<file path="config.mk">
export PLATFORM = sky130hd
export DESIGN_NAME = bcd_to_bin
export DESIGN_NICKNAME = d
export VERILOG_FILES = /design/src/rtl/bcd_to_bin.sv
export SDC_FILE = /design/constraint.sdc
export NUM_CORES = 1
export LEC_CHECK = 0
export ABC_AREA = 0
export BUFFER_PORTS_ARGS = -buffer_cell sky130_fd_sc_hd__buf_4
export CORE_MARGIN = 1.5
export CORE_UTILIZATION = 60
export CTS_CLUSTER_SIZE = 30
export DETAILED_ROUTE_END_ITERATION = 16
export PLACE_DENSITY = 0.86
export SETUP_SLACK_MARGIN = 0.5
export SLEW_MARGIN = 40
export SYNTH_ARGS = -nofsm -noshare
export SYNTH_HDL_FRONTEND = slang
export SYNTH_SLANG_ARGS = --single-unit
export TNS_END_PERCENT = 10
</file>
<file path="constraint.sdc">
create_clock -name clk -period 4.05 [get_ports clk]
set_input_delay 0 -clock clk [delete_from_list [all_inputs] [get_ports clk]]
set_output_delay 0 -clock clk [all_outputs]
set_load 0.005 [all_outputs]
</file>
<file path="src/rtl/bcd_to_bin.sv">
// Sequential BCD->binary converter (reverse double-dabble, one bit per clock) with start/busy/done handshake.
// Optional compare output (limit/over) enabled by defining BCD2BIN_CMP_EN.
module bcd_to_bin #(
    parameter int unsigned DIGITS = 3,
    parameter int unsigned BIN_W  = 10
) (
    input  logic                  clk,
    input  logic                  rst,
    input  logic                  start,
    input  logic [4*DIGITS-1:0]   bcd_in,
    output logic                  busy,
    output logic                  done,
    output logic                  err,
    output logic [BIN_W-1:0]      bin_out
`ifdef BCD2BIN_CMP_EN
    ,
    input  logic [BIN_W-1:0]      limit,
    output logic                  over
`endif
);

    localparam int unsigned BCD_W = 4 * DIGITS;
    localparam int unsigned SH_W  = 2 * BCD_W;
    localparam int unsigned CNT_W = (BCD_W > 1) ? $clog2(BCD_W) : 1;

    typedef enum logic [1:0] {
        S_IDLE  = 2'd0,
        S_SHIFT = 2'd1,
        S_DONE  = 2'd2
    } state_t;

    state_t             r_state;
    logic [SH_W-1:0]    r_sh;
    logic [CNT_W-1:0]   r_cnt;

    logic [SH_W-1:0]    w_sh_shr;
    logic [SH_W-1:0]    w_sh_nxt;
    logic               w_bad;
    logic [BIN_W-1:0]   w_bin;

    // One shift step: move right, then pull 3 out of every BCD nibble that reached 8 or more.
    always_comb begin
        w_sh_shr = r_sh >> 1;
        w_sh_nxt = w_sh_shr;
        for (int d = 0; d < int'(DIGITS); d++) begin
            if (w_sh_shr[BCD_W + 4*d + 3]) begin
                w_sh_nxt[BCD_W + 4*d +: 4] = w_sh_shr[BCD_W + 4*d +: 4] - 4'd3;
            end
        end
    end

    always_comb begin
        w_bad = 1'b0;
        for (int d = 0; d < int'(DIGITS); d++) begin
            if (bcd_in[4*d +: 4] > 4'd9) begin
                w_bad = 1'b1;
            end
        end
    end

    assign w_bin = BIN_W'(r_sh[BCD_W-1:0]);

    always_ff @(posedge clk or negedge rst) begin
        if (!rst) begin
            r_state <= S_IDLE;
            r_sh    <= '0;
            r_cnt   <= '0;
            busy    <= 1'b0;
            done    <= 1'b0;
            err     <= 1'b0;
            bin_out <= '0;
`ifdef BCD2BIN_CMP_EN
            over    <= 1'b0;
`endif
        end else begin
            case (r_state)
                S_IDLE: begin
                    done <= 1'b0;
                    if (start) begin
                        if (w_bad) begin
                            err     <= 1'b1;
                            bin_out <= '0;
                            r_state <= S_DONE;
                        end else begin
                            r_sh    <= {bcd_in, BCD_W'(0)};
                            r_cnt   <= '0;
                            busy    <= 1'b1;
                            err     <= 1'b0;
                            r_state <= S_SHIFT;
                        end
                    end
                end
                S_SHIFT: begin
                    r_sh  <= w_sh_nxt;
                    r_cnt <= r_cnt + CNT_W'(1);
                    if (r_cnt == CNT_W'(BCD_W - 1)) begin
                        busy    <= 1'b0;
                        r_state <= S_DONE;
                    end
                end
                S_DONE: begin
                    done <= 1'b1;
                    busy <= 1'b0;
                    if (!err) begin
                        bin_out <= w_bin;
                    end
`ifdef BCD2BIN_CMP_EN
                    over <= !err && (w_bin > limit);
`endif
                    r_state <= S_IDLE;
                end
                default: begin
                    r_state <= S_IDLE;
                end
            endcase
        end
    end

endmodule

</file>
==> Word-level counts from Yosys, hierarchy flattened <==
Cells that the tools add are included.
{ "word_totals": {"regBits": 43, "input_bits": 15} }
{ "op_classes": {"n_addsub": 3, "n_lt_le_gt_ge": 3, "n_eq_ne": 8, "muxes": 25, "reduce_logical": 9} }
{ "ops": {"columns": ["op", "count"], "rows": [
  ["24-bit two-way mux", 2],
  ["24-bit case mux with 2 select lines", 1],
  ["10-bit two-way mux", 3],
  ["10-bit case mux with 2 select lines", 1],
  ["4-bit two-way mux", 4],
  ["4-bit > comparator, second input constant", 3],
  ["2-bit != test, second input constant", 5],
  ["4-bit case mux with 2 select lines", 1],
  ["4-bit AND reduction", 2],
  ["4-bit by 2-bit subtractor with 4-bit output, second input constant", 2],
  ["1-bit two-way mux", 7],
  ["2-bit two-way mux", 3],
  ["4-bit by 1-bit adder with 4-bit output, second input constant", 1],
  ["4-bit equality test, second input constant", 1],
  ["2-bit case mux with 2 select lines", 1],
  ["2-bit AND reduction", 2],
  ["2-bit nonzero test", 2],
  ["1-bit case mux with 3 select lines", 1],
  ["3-bit AND reduction", 1],
  ["3-bit nonzero test", 1],
  ["2-bit by 1-bit equality test with 1-bit output, second input constant", 1],
  ["2-bit equality test, second input constant", 1],
  ["2-bit logical NOT", 1],
  ["1-bit case mux with 2 select lines", 1]
]} }

==> Longest topological paths before layout <==
{ "depth": {"ltp_word": 7, "ltp_mapped": 8} }

==> Least setup slack after synthesis <==
OpenSTA, ideal clock, no wires.
{ "synth_path": {"kind": "register to register", "startpoint": "reg r_state[0]", "endpoint": "reg r_sh[18]", "arrival_time_ps": 1485, "required_time_ps": 3925, "setup_slack_ps": 2440, "path_stages_with_launch": 7, "n_path_buf": 1, "cell_sequence": "dfrtp_1 -> inv_1 -> ha_1 -> nand2_1 -> a2bb2oi_4 -> buf_6 -> mux2_4"} }
{ "synth_via": {"elab_chain_len": 3, "elab_cells_between_ends": 7, "classes_between": "eq/ne: 3; mux: 1; reduce/logical: 3"} }
{ "synth_rtl": {"columns": ["item", "line", "text"], "rows": [
  ["start: declaration", "32", "state_t r_state;"],
  ["start signal: assignment", "65", "r_state <= S_IDLE;"],
  ["start signal: assignment", "83", "r_state <= S_DONE;"],
  ["start signal: assignment", "89", "r_state <= S_SHIFT;"],
  ["2-bit by 1-bit equality test with 1-bit output or 2-bit logical NOT (tied branches)", "76", "case (r_state)"],
  ["2-bit nonzero test (no source line) or 2-bit != test (tied branches)", null, null],
  ["3-bit AND reduction (no source line)", null, null],
  ["end signal: assignment", "85", "r_sh <= {bcd_in, BCD_W'(0)};"],
  ["end signal: assignment", "94", "r_sh <= w_sh_nxt;"],
  ["end: declaration", "33", "logic [SH_W-1:0] r_sh;"]
]} }
Parallel ways exist; a longest one is shown, timed or not.
A chain may end at the register's enable or synchronous reset.

==> Final worst setup path <==
{ "layout_path": {"startpoint": "reg r_state[1]", "endpoint": "reg r_sh[14]"} }
The elaborated chain is that of the path after synthesis.

==> impl_metrics.json <==
{
  "io_pins": 28,
  "drcViolationCount": 0,
  "maxCapViolations": 0,
  "final_cell_mix": "dfrtp_1 (43), a22o_1 (31), buf_4 (27)",
  "crit_path_start_kind": "register",
  "place_congestion": 0.831,
  "grt_max_degree": 44,
  "antenna_found_initial": 0,
  "ys_top_cells_by_area": "dfrtp_1 (49%), a22o_1 (12%), mux2_2 (4.6%)",
  "r2r-start": "r_state[1]",
  "syn_to_final_growth_pct": 14.6,
  "io_buffers": 27,
  "grt_use_total": 0.261,
  "fmax_mhz": 398,
  "clk_latency_ns": 0.29,
  "grt_pass1_wl_um": 8220,
  "hp-class": "in2reg",
  "wirelength_um": 4750,
  "start_util": 0.642,
  "die_x_um": 63.7,
  "period_share": 0.620,
  "pwr-share-comb": 0.393,
  "layout_min_cycle_time_ns": 2.51,
  "power.internal_w": 0.000982,
  "drive_gt1_frac": 0.255,
  "required_ns": 4.23,
  "wl_per_cell_um": 18.1,
  "violations": "hold timing",
  "fillers": 252,
  "clock-sinks": 43,
  "drv_slew": 0,
  "numCtsBuffers": 5,
  "yosys_warnings": 0,
  "seqPwrFrac": 0.422,
  "num_vias": 1660,
  "synth_top_cell_by_area": "dfrtp_1",
  "die-area_um2": 4060,
  "syn-instance-count": 189,
  "critPathArrivalTime_ns": 2.69,
  "via_per_inst": 6.34,
  "status": "finished with violations",
  "dp_slack_ns": 1.65,
  "final_nets": 237,
  "rr_worst_depth": 5,
  "ys_ff_latch": 43,
  "tns_ns": 0,
  "power_density_nw_per_um2": 631,
  "clockBufferDepth": 2,
  "setup_viol": 0,
  "hold_violations": 1,
  "antenna_left": 0,
  "first_pass_iters": 4,
  "clkPwrFrac": 0.185,
  "slew_headroom": 0.496,
  "worst_slack_ns": 1.54,
  "synth_nets": 211,
  "hold_path_depth": 3,
  "rsz0062_at_grt": "no",
  "seqCellArea_um2": 1080,
  "p_leak_nw": 1.20,
  "place_hpwl_um": 3320,
  "yosysSeqAreaShare": 0.487,
  "multi_input_area_um2": 1040,
  "num_rows": 21,
  "ir_drop_v": 0.000346,
  "crit_type": "reg2reg",
  "syn_area_um2": 2210,
  "path_max_fanout": 26,
  "worstMarginPinSlew_ns": 0.754,
  "hold-path-endpoint": "r_sh[20]",
  "cts_tree": "built",
  "htree_levels": 2,
  "final_common_cell": "dfrtp_1",
  "r2r_end": "r_sh[14]",
  "root_buffer": "clkbuf_8",
  "synth_cell_types": 41,
  "first_iter_violations": 116,
  "holdWs_ns": -0.000196,
  "worstSetupEndpointType": "register",
  "clk_pin_slew_ns": 0.08,
  "die_y_um": 63.7,
  "yosysTopAreaCellShare": 0.487,
  "grt_pass1_vias": 1686,
  "core_region_area_um2": 3440,
  "r2r_setup_slack_ns": 1.54,
  "overflow": 0,
  "swShare": 0.385,
  "fin_skew_ns": 0.00635,
  "min_from": "bcd_in[8]",
  "cts_resized": 0,
  "diodes": 0,
  "avgSynthCellArea_um2": 11.7,
  "p_sw_w": 0.000614
}
-- kinds of logic after synthesis --
| kind of cell | Yosys count | share of synthesized area |
|---|---|---|
| muxes | 17 | 0.0844 |
| and+or+nand+nor | 28 | 0.0674 |
| AOI/OAI and AO/OA | 71 | 0.264 |
| buffers and inverters | 19 | 0.0419 |
| DFF | 43 | 0.487 |
| xor gates and xnor gates | 4 | 0.0159 |
| adders and majority gates | 7 | 0.0396 |
-- repair_timing --
action	4_1_cts	5_1_grt
hold buffers	1	0
setup buffers	0	0
endpoints found under the hold margin	43	0
-- routing by layer --
metal	part of all wire	GRT usage
met1	0.45	0.349
met2	0.50	0.421
met3	0.043	0.0482
met4	0.014	0.103
met5	0	0
-- synth_stat cells --
| cell type | n |
|---|---|
| nor3b_1 | 1 |
| nand4_2 | 1 |
| buf_2 | 5 |
| o41ai_1 | 1 |
| xnor2_1 | 4 |
| nor2_1 | 8 |
| a221oi_1 | 1 |
| o31ai_1 | 1 |
| a21oi_2 | 1 |
| ha_1 | 7 |
| and3b_1 | 1 |
| a32o_1 | 1 |
| o22ai_1 | 2 |
| mux2i_1 | 7 |
| nor2b_1 | 4 |
| nand4_1 | 1 |
| mux2_2 | 9 |
| nand2_1 | 8 |
| a22o_1 | 31 |
| inv_1 | 10 |
| clkbuf_1 | 2 |
| o211ai_1 | 3 |
| o2bb2ai_1 | 2 |
| a311o_1 | 1 |
| a2bb2oi_4 | 1 |
| o21ai_2 | 3 |
| a21o_1 | 2 |
| nand3_2 | 1 |
| nand3_1 | 1 |
| a211oi_1 | 3 |
| nor3_1 | 1 |
| a211o_1 | 1 |
| a21oi_1 | 10 |
| nand4b_1 | 1 |
| mux2_4 | 1 |
| buf_6 | 2 |
| dfrtp_1 | 43 |
| a41oi_2 | 1 |
| o21ai_1 | 1 |
| o21ai_0 | 4 |
| a221oi_2 | 1 |
-- worst max path at each step --
stage	startpoint	endpoint	slack [ns]	cells past startpoint
3_5_place_dp	r_state[1]	r_sh[19]	1.65	5
2_1_floorplan	r_state[0]	r_sh[18]	2.44	6
3_3_place_gp	r_state[1]	r_sh[14]	1.75	5
5_1_grt	r_state[0]	r_sh[13]	1.43	5
4_1_cts	r_state[0]	r_sh[14]	1.60	5
6_report	r_state[1]	r_sh[14]	1.54	5
-- sequential cells by signal, indices dropped and copies added, names as in the netlist --
| register | count |
|---|---|
| bin_out | 10 |
| done | 1 |
| r_state | 2 |
| r_sh | 24 |
| r_cnt | 4 |
| busy | 1 |
| err | 1 |
-- through the flow --
stage	util	hold slack, ns	power, W	area, um^2	cells
2_1_floorplan	-	-0.296	0.00112	2210	189
3_3_place_gp	0.702	0.00844	0.00125	2410	253
3_5_place_dp	0.702	0.0183	0.00130	2410	253
4_1_cts	0.735	0.00152	0.00160	2530	262
5_1_grt	0.735	0.0219	0.00171	2530	262
6_report	0.735	-0.000196	0.00160	2530	262
-- power groups by stage --
stage          Combinational, W  Clock (W)  Sequential (W)
2_1_floorplan          0.000489          0        0.000636
6_report               0.000627   0.000295        0.000674
3_3_place_gp           0.000583          0        0.000663
3_5_place_dp           0.000617          0        0.000678
5_1_grt                0.000696   0.000322        0.000692
4_1_cts                0.000626   0.000301        0.000670
-- cell type report --
cell class                 count  area share
clock buffer                   7      0.0381
clock inverter                 1     0.00297
inverter                      10      0.0148
multi-input combinational    127       0.412
sequential                    43       0.425
tap                           46      0.0227
timing repair buffer          28      0.0840
-- worst max-delay path, stage by stage, from the launching register on --
cell       delay [ns]
dfrtp_1          0.42
inv_1            0.12
ha_1             0.47
inv_1            0.28
a2bb2oi_4        0.68
mux2_2           0.41
Note: power is estimated with default switching activity, not from simulation.
